### src/rtl/and_gate_if.sv
// Operand and result bundle for the and_gate cell: the driver owns a/b, the cell owns every result.
interface and_gate_if #(
    parameter int CNT_W = 16
);
    logic             a;
    logic             b;
    logic             c;
    logic             c_q;
    logic             c_rise;
    logic [CNT_W-1:0] hi_cnt;

    modport master (
        output a,
        output b,
        input  c,
        input  c_q,
        input  c_rise,
        input  hi_cnt
    );

    modport slave (
        input  a,
        input  b,
        output c,
        output c_q,
        output c_rise,
        output hi_cnt
    );
endinterface

### src/rtl/and_gate.sv
// Two-input AND with a monitoring tap: c is combinational, c_q/c_rise/hi_cnt follow one edge later.
// No flow control; registered state clears asynchronously while c keeps tracking the operands.
module and_gate #(
    parameter int CNT_W = 16
) (
    input  logic       i_clk,
    input  logic       i_rst_n,
    and_gate_if.slave  bus
);
    logic             w_and;
    logic             r_c_q;
    logic             r_c_rise;
    logic [CNT_W-1:0] r_hi_cnt;

    assign w_and      = bus.a & bus.b;
    assign bus.c      = w_and;
    assign bus.c_q    = r_c_q;
    assign bus.c_rise = r_c_rise;
    assign bus.hi_cnt = r_hi_cnt;

    // r_c_q resets to 0, so the first high sample after reset release is a rise.
    always_ff @(posedge i_clk or negedge i_rst_n) begin
        if (!i_rst_n) begin
            r_c_q    <= 1'b0;
            r_c_rise <= 1'b0;
            r_hi_cnt <= '0;
        end else begin
            r_c_q    <= w_and;
            r_c_rise <= w_and & ~r_c_q;
            if (w_and && (r_hi_cnt != {CNT_W{1'b1}}))
                r_hi_cnt <= r_hi_cnt + CNT_W'(1);
        end
    end
endmodule

### src/flat_wrapper.sv
// flat-port wrapper written by rule: the top's interface ports become plain ports
module and_gate_flat 
#(
    parameter int CNT_W = 16
)
  (i_clk, i_rst_n, bus_a, bus_b, bus_c, bus_c_q, bus_c_rise, bus_hi_cnt);
  and_gate_if #(.CNT_W(CNT_W)) bus_i ();
  input  logic i_clk;
  input  logic i_rst_n;
  input wire logic [$bits(bus_i.a)-1:0] bus_a;
  input wire logic [$bits(bus_i.b)-1:0] bus_b;
  output wire logic [$bits(bus_i.c)-1:0] bus_c;
  output wire logic [$bits(bus_i.c_q)-1:0] bus_c_q;
  output wire logic [$bits(bus_i.c_rise)-1:0] bus_c_rise;
  output wire logic [$bits(bus_i.hi_cnt)-1:0] bus_hi_cnt;
  assign bus_i.a = bus_a;
  assign bus_i.b = bus_b;
  assign bus_c = bus_i.c;
  assign bus_c_q = bus_i.c_q;
  assign bus_c_rise = bus_i.c_rise;
  assign bus_hi_cnt = bus_i.hi_cnt;
  and_gate #(.CNT_W(CNT_W)) u_core (.i_clk(i_clk), .i_rst_n(i_rst_n), .bus(bus_i));
endmodule
### config.mk
export PLATFORM = sky130hd
export DESIGN_NAME = and_gate_flat
export DESIGN_NICKNAME = d
export VERILOG_FILES = /design/src/rtl/and_gate_if.sv /design/src/rtl/and_gate.sv /design/src/flat_wrapper.sv
export SDC_FILE = /design/constraint.sdc
export NUM_CORES = 1
export LEC_CHECK = 0
export BUFFER_PORTS_ARGS = -buffer_cell sky130_fd_sc_hd__buf_2
export CORE_MARGIN = 4
export CORE_UTILIZATION = 30
export CTS_CLUSTER_DIAMETER = 120
export DETAILED_ROUTE_END_ITERATION = 7
export GPL_TIMING_DRIVEN = 0
export SYNTH_ARGS = -nofsm -noshare
export SYNTH_HDL_FRONTEND = slang
export SYNTH_SLANG_ARGS = --single-unit
### constraint.sdc
create_clock -name i_clk -period 2.6 [get_ports i_clk]
set_clock_uncertainty 0.1 [all_clocks]
set_input_delay 0.13 -clock i_clk [delete_from_list [all_inputs] [get_ports i_clk]]
set_output_delay 0.13 -clock i_clk [all_outputs]
set_load 0.01 [all_outputs]
=== After elaboration in Yosys (flattened, before gate mapping) ===
Index checks and enable logic that the tools add are counted.
Widths: inputs -> output; s select.

* Register bits after elaboration: 18
* Logic and storage cells: 9
* Input port bits: 4
* Output and inout bits: 19

* Bitwise operators: 3
* Eq/ne operators: 1
* Reduce and logical (&&, ||, !) cells: 1
* Add/sub/neg operators: 1

{| class="wikitable"
|+ Operators with widths
! cell !! number
|-
| $add 16x1->16 const B || 1
|-
| $ne 16x16->1 const B || 1
|-
| $and 1x1->1 || 2
|-
| $logic_and 1x1->1 || 1
|-
| $not 1->1 || 1
|}

=== Longest topological paths before layout ===
Gate-level depths: netlist of the first run.

* Depth in word-level cells: 2
* Mapped depth: 6
* Gate-level depth less buffers: 5

=== Least setup slack after synthesis of the first run ===
Ideal clock, no wire load.

* Kind: reg-to-reg
* Start: reg u_core.r_hi_cnt[0] (netlist: u_core.bus.hi_cnt[0])
* End: reg u_core.r_hi_cnt[12] (netlist: u_core.bus.hi_cnt[12])
* Library setup time: 0.125 ns
* Cell stages (with the launch flop): 6
* Arrival time: 1.703 ns
* Setup slack: 0.672 ns
* Buffers on the path: 0
* Required time: 2.375 ns
* Period minus slack after synthesis: 1.928 ns
* Path through: dfrtp_1 ha_1 nand4_1 or3_2 nor2_1 mux2_2

* Cells in the longest elaborated chain, start to end: 2
* Elaborated cells between the ends (all ways): 3
* Classes of those cells: add/sub: 1; eq/ne: 1; reduce/logical: 1

{| class="wikitable"
|+ Ends and longest elaborated chain
! item !! RTL line !! RTL
|-
| start, declared || and_gate.sv:13 || <nowiki>logic [CNT_W-1:0] r_hi_cnt;</nowiki>
|-
| start signal, assigned || and_gate.sv:31 || <nowiki>r_hi_cnt <= r_hi_cnt + CNT_W'(1);</nowiki>
|-
| branches (longest 2 deep; another with $add 16x1->16) || - ||
|}

Parallel ways; which one is timed is not known.
A chain may end at the register's enable or synchronous reset.

=== Final worst setup path of the first run ===
Same ends and word-level chain as after synthesis.

==> results of run 1 <==
## cell families (layout without fill, tap and decap cells)
family	Yosys count	count (layout)	synth area share, %
multiplexers	2	2	2.76
adder cells (fa/ha/maj)	1	1	1.54
AND/OR/NAND/NOR	35	35	22.1
XOR/XNOR	14	14	15.1
AO/OA/AOI/OAI	1	1	1.38
flip-flops	18	18	55.3
buffers and inverters	2	29	1.84
## placed cells by master, fill, tap and decap left out
cell / synthesis / routed
o41a_1: 1 / 1
nand2_1: 9 / 9
dfrtp_1: 18 / 18
xor2_1: 3 / 3
and4_1: 2 / 2
xnor2_1: 11 / 11
or3_2: 1 / 1
inv_1: 1 / 1
buf_2: 0 / 22
nand4_1: 7 / 7
nor3_1: 2 / 2
nand3_2: 1 / 1
and3_1: 1 / 1
nand3_1: 5 / 5
clkbuf_4: 0 / 3
mux2_2: 2 / 2
dlygate4sd3_1: 0 / 2
buf_6: 1 / 1
nor2_1: 7 / 7
ha_1: 1 / 1
## cell usage after synthesis
| master | instances | area [um2] |
|---|---|---|
| o41a_1 | 1 | 11.3 |
| nand3_2 | 1 | 10.0 |
| ha_1 | 1 | 12.5 |
| nand4_1 | 7 | 43.8 |
| xnor2_1 | 11 | 96.3 |
| xor2_1 | 3 | 26.3 |
| or3_2 | 1 | 7.51 |
| dfrtp_1 | 18 | 450 |
| buf_6 | 1 | 11.3 |
| nor2_1 | 7 | 26.3 |
| nand2_1 | 9 | 33.8 |
| inv_1 | 1 | 3.75 |
| and4_1 | 2 | 17.5 |
| mux2_2 | 2 | 22.5 |
| nor3_1 | 2 | 10.0 |
| nand3_1 | 5 | 25.0 |
| and3_1 | 1 | 6.26 |
## path summary, 6_finish.rpt
| check | startpoint | to | slack [ns] | cells past startpoint |
|---|---|---|---|---|
| max in group asynchronous | i_rst_n | u_core.bus.c_q$_DFF_PN0_ | 1.93 | 2 |
| hold reg to reg | u_core.bus.c_q$_DFF_PN0_ | u_core.bus.c_rise$_DFF_PN0_ | 0.33 | 1 |
| hold / removal | bus_a | u_core.bus.c_rise$_DFF_PN0_ | 0.01 | 3 |
| setup reg to reg | u_core.bus.hi_cnt[0]$_DFFE_PN0P_ | u_core.bus.hi_cnt[12]$_DFFE_PN0P_ | 0.58 | 5 |
| setup / recovery | u_core.bus.hi_cnt[0]$_DFFE_PN0P_ | u_core.bus.hi_cnt[12]$_DFFE_PN0P_ | 0.58 | 5 |
| min in group asynchronous | i_rst_n | u_core.bus.hi_cnt[6]$_DFFE_PN0P_ | 0.18 | 2 |
## sequential cells by signal, indices dropped and copies added (netlist names)
name and flops:
u_core.bus.c_q 1, u_core.bus.c_rise 1, u_core.bus.hi_cnt 16
## layout make-up
cell class / count / area share [%]
clock buffer: 3 / 2.24
inverter: 1 / 0.374
sequential: 18 / 44.8
timing repair buffer: 24 / 13.0
tap: 30 / 3.74
buffer: 1 / 1.12
multi-input combinational: 53 / 34.7
## where the power goes
part,switching [mW],internal (mW)
logic,0.0828,0.0808
registers,0.0654,0.325
clock network,0.0827,0.0539
total,0.231,0.460
## through the flow
step	hold slack, ns	worst slack [ns]	power (mW)	area [um2]	util [%]
6_report	0.0124	0.577	0.691	1000	39.8
5_1_grt	0.00581	0.427	0.747	1000	39.8
4_1_cts	0.00491	0.556	0.704	1000	39.8
3_5_place_dp	-0.0142	0.578	0.562	962	38.1
3_3_place_gp	-0.0162	0.611	0.555	962	38.1
2_1_floorplan	-0.266	0.672	0.484	815	-
## layer usage
| metal | vias to the layer above | wire length, um | track usage [%] |
|---|---|---|---|
| li1 | 310 | - | - |
| met1 | 318 | 799 | 15.9 |
| met2 | 21 | 763 | 17.0 |
| met3 | 2 | 130 | 4.75 |
| met4 | 0 | 8 | 1.90 |
| met5 | - | 0 | 0 |
## worst min-delay path, cell delays in order
cell	delay, ns
buf_2	0.10
nand2_1	0.10
nor2_1	0.05
==> impl_metrics.ini, run 1 <==
[synth]
synth.avg_cell_area_um2 = 11.2
synth_area_um2 = 815
ys_seq_area_share_pct = 55.3
syn_inst = 73
ys_ff_latch = 18
syn_nets = 78
ys_warn_count = 0
synth_cell_types = 17

[final_layout]
seq_area_um2 = 450
multi_input_area_um2 = 349
layout-drive-gt1-share_pct = 30.0
fillers = 262
area_growth_pct = 23.3
stdcell_count = 130
diodes = 0
nets = 107

[cts]
cts_max_path_buffers = 2
h-tree-depth = 1
clock-root-buffer = clkbuf_4
cts_tree = yes
path_clk_slew_ns = 0.10
clk_latency_ns = 0.29
cts_resized = 0
cts_hold_buffers = 2
cts_num_sinks = 18
numCtsBuffers = 3
post_cts_buffers = 0

[timing]
setup_tns_ns = 0
rsz0062_at_grt = no
min_period_over_period_pct = 77.8
hold_viol = 0
tightest_slew_ns = 0.628
max_freq_mhz = 494
relSlewSlack_pct = 57.8
fin_crit_ns = 2.02
finalSetupViolCount = 0
slew_violations = 0

[critical_path]
crit_path_cell_trace = ha_1 > nand4_1 > or3_2 > nor2_1 > mux2_2
crit_buf_inv = 0
end_kind = flop
cp_max_fo = 5
crit_path_start_kind = flop
cp_slowest_stage_delay_ns = 0.51
worstPathRequired_ns = 2.68
worstSetupPathType = flop to flop
crit_arrival_ns = 2.11
critPathTopFamily = simple AND/OR/NAND/NOR gates
critPathSlowestCell = or3_2

[floorplan]
ios = 23
num_rows = 18
core_mm2 = 0.00252
die_h_um = 60.1
dieArea_mm2 = 0.00361
dieWidth_um = 60.1
start_util_pct = 32.3

[grt]
grt_usage_pct = 11.5
grt_pass1_wl_um = 3080
grt_max_degree = 19
grt_pass1_vias = 663
antenna_found_initial = 0
overflow = 0

[placement]
gp_congestion = 0.752
port_buffers = 22
dp.cells = 125
dp_hpwl_um = 1270

[detailed_routing]
drcViolationCount = 0
totalWireLength_um = 1700
drt_first_iter_violations = 30
wl_per_cell_um = 13.1
ant_nets = 0
vias = 651
firstDrtPassIters = 4
avgViaCountPerCell = 5.01

[power]
ir_drop_mv = 0.437
power.density_mw_per_mm2 = 688
total_leakage_power_nw = 0.479

[outcome]
status = finished, final reports clean

[worst_hold_path]
min_path_type = input port to flop

[flow_run]
drv_cap = 0
Note: power is estimated with default switching activity, not from simulation.
==> run 2, diff against run 1 <==
==> constraint.sdc (replaced) <==
create_clock -name i_clk -period 1.77 [get_ports i_clk]
set_clock_uncertainty 0.1 [all_clocks]
set_input_delay 0.0885 -clock i_clk [delete_from_list [all_inputs] [get_ports i_clk]]
set_output_delay 0.0885 -clock i_clk [all_outputs]
set_load 0.01 [all_outputs]
==> run 2 against run 1 <==
  * First-iteration DRC count fell by 30%
  * Final cell count is 8.5% higher
  * Sequential share of layout area down 4.0 points
  * Combinational power rose by 120%
  * Fmax rose by 17%
  * Clock-buffer cell count grew 1
  * Non-clock buffer count increased by 10
  * Die area unchanged
  * Utilization increased by 4.2 points
  * Total power increased by 65%
  * Flip-flop and latch count unchanged
==> impl_metrics.ini, run 2 (synthesis results as in run 1) <==
[outcome]
status = finished, final reports clean

[critical_path]
worstSetupPathType = flop to flop
cp_max_fo = 5
critPathLaunch = u_core.bus.hi_cnt[9]$_DFFE_PN0P_
end_kind = flop
cp_slowest_stage_delay_ns = 0.55
worstPathRequired_ns = 1.89
crit_arrival_ns = 1.85
critPathSlowestCell = o41a_1
crit_path_start_kind = flop
r2r_start = u_core.bus.hi_cnt[9]$_DFFE_PN0P_
critPathTopFamily = compound AO/OA/AOI/OAI gates
crit_buf_inv = 1
crit_path_cell_trace = nand4_1 > o41a_1 > buf_2 > nand2_1 > xnor2_1

[floorplan]
dieWidth_um = 60.1
ios = 23
start_util_pct = 32.3
die_h_um = 60.1
core_mm2 = 0.00252
dieArea_mm2 = 0.00361
num_rows = 18

[placement]
dp.cells = 125
dpl_cell_area_um2 = 970
port_buffers = 22
dp_hpwl_um = 1280
gp_congestion = 0.787
pre_cts_ws_ns = -0.0564

[grt]
grt_pass1_vias = 679
grt_pass1_wl_um = 3110
antenna_found_initial = 0
grt_max_degree = 19
overflow = 0
grt_usage_pct = 11.6

[final_layout]
fin_area_mm2 = 0.00111
fin_util_pct = 44.0
layout_commonest_cell = buf_2
diodes = 0
stdcell_count = 141
largest_reg_flops = 16
layout-drive-gt1-share_pct = 37.8
fillers = 260
area_growth_pct = 36.3
final_cell_mix = 23 x buf_2, 16 x dfrtp_1, 11 x xnor2_1
nets = 117

[cts]
path_clk_slew_ns = 0.10
cts_max_path_buffers = 2
clock-root-buffer = clkbuf_4
cts_num_sinks = 18
numCtsBuffers = 3
clk_latency_ns = 0.29
cts_tree = yes
h-tree-depth = 1

[detailed_routing]
dr_wl_met2_um = 904
wl_met3_um = 92
drt_first_iter_violations = 21
wl_per_cell_um = 13.2
drcViolationCount = 0
ant_nets = 0
firstDrtPassIters = 4
avgViaCountPerCell = 4.78
met1_length_um = 852
vias = 674
totalWireLength_um = 1870
top_layer = met4

[power]
p_clk_share_pct = 18.5
power_switching_mw = 0.383
ir_drop_mv = 0.740
internal_power_mw = 0.760
total_leakage_power_nw = 0.525
p_total_mw = 1.14
p_comb_share_pct = 31.3
power_frac_seq_pct = 50.2
switching_share_pct = 33.5
power.density_mw_per_mm2 = 1030

[timing]
finalWorstSetupSlack_ns = 0.0350
finalSetupViolCount = 0
fin_crit_ns = 1.73
slew_violations = 0
min_period_over_period_pct = 98.0
setup_tns_ns = 0
fin_hold_ws_ns = 0.145
rsz0062_at_grt = yes
hold_viol = 0
tightest_slew_ns = 0.403
max_freq_mhz = 576
relSlewSlack_pct = 73.2

[worst_hold_path]
min_path_type = input port to asynchronous set/reset pin

[flow_run]
drv_cap = 0
run 2: changes by cell type in the layout (fill, tap and decap cells not counted), sizes merged:
| cell | delta |
|---|---|
| dlygate4sd3 | +2 |
| clkbuf | +1 |
| buf | +8 |
run 2: layout make-up:
class / instances / area [um2] / share of cell area [%]
Tap cell: 30 / 37.5 / 3.38
Sequential cell: 18 / 453 / 40.8
Timing Repair Buffer: 34 / 208 / 18.7
Multi-Input combinational cell: 53 / 370 / 33.4
Clock buffer: 4 / 26.3 / 2.37
Inverter: 1 / 3.75 / 0.338
Buffer: 1 / 11.3 / 1.01
run 2: power by group through the flow:
| stage | clock network, mW | logic, mW | registers [mW] |
|---|---|---|---|
| final | 0.211 | 0.358 | 0.574 |
| after global routing | 0.248 | 0.397 | 0.588 |
| after CTS | 0.223 | 0.328 | 0.572 |
| after detailed placement | 0 | 0.252 | 0.585 |
| after global placement | 0 | 0.242 | 0.580 |
| after floorplan | 0 | 0.113 | 0.603 |
run 2: what timing repair did:
| action | 4_1_cts | 5_1_grt |
|---|---|---|
| setup buffers | 5 | 2 |
| resized for setup | 1 | 2 |
| endpoints found under the hold margin | 20 | 0 |
| setup endpoints to repair | 11 | 10 |
| hold buffers | 4 | 0 |
| gates cloned | 0 | 1 |
| pin swaps | 1 | 3 |
run 2: path summary, 6_finish.rpt:
path | endpoint | slack, ns | depth (start not counted)
worst max-delay path | u_core.bus.hi_cnt[5]$_DFFE_PN0P_ | 0.04 | 5
worst min-delay path | u_core.bus.hi_cnt[13]$_DFFE_PN0P_ | 0.15 | 2
worst max register to register | u_core.bus.hi_cnt[5]$_DFFE_PN0P_ | 0.04 | 5
worst min register to register | u_core.bus.hi_cnt[15]$_DFFE_PN0P_ | 0.40 | 1
max in group asynchronous | u_core.bus.hi_cnt[8]$_DFFE_PN0P_ | 1.11 | 2
min in group i_clk | u_core.bus.hi_cnt[15]$_DFFE_PN0P_ | 0.40 | 1
run 2: routing by layer:
metal / GRT usage [%] / vias up
li1: - / 333
met1: 14.5 / 324
met2: 18.2 / 15
met3: 4.10 / 2
met4: 4.75 / 0
met5: 0 / -
run 2: worst register-to-register path, stage by stage (launching register included):
cell and delay (ns):
dfrtp_1 0.45, nand4_1 0.17, o41a_1 0.55, buf_2 0.20, nand2_1 0.08, xnor2_1 0.12
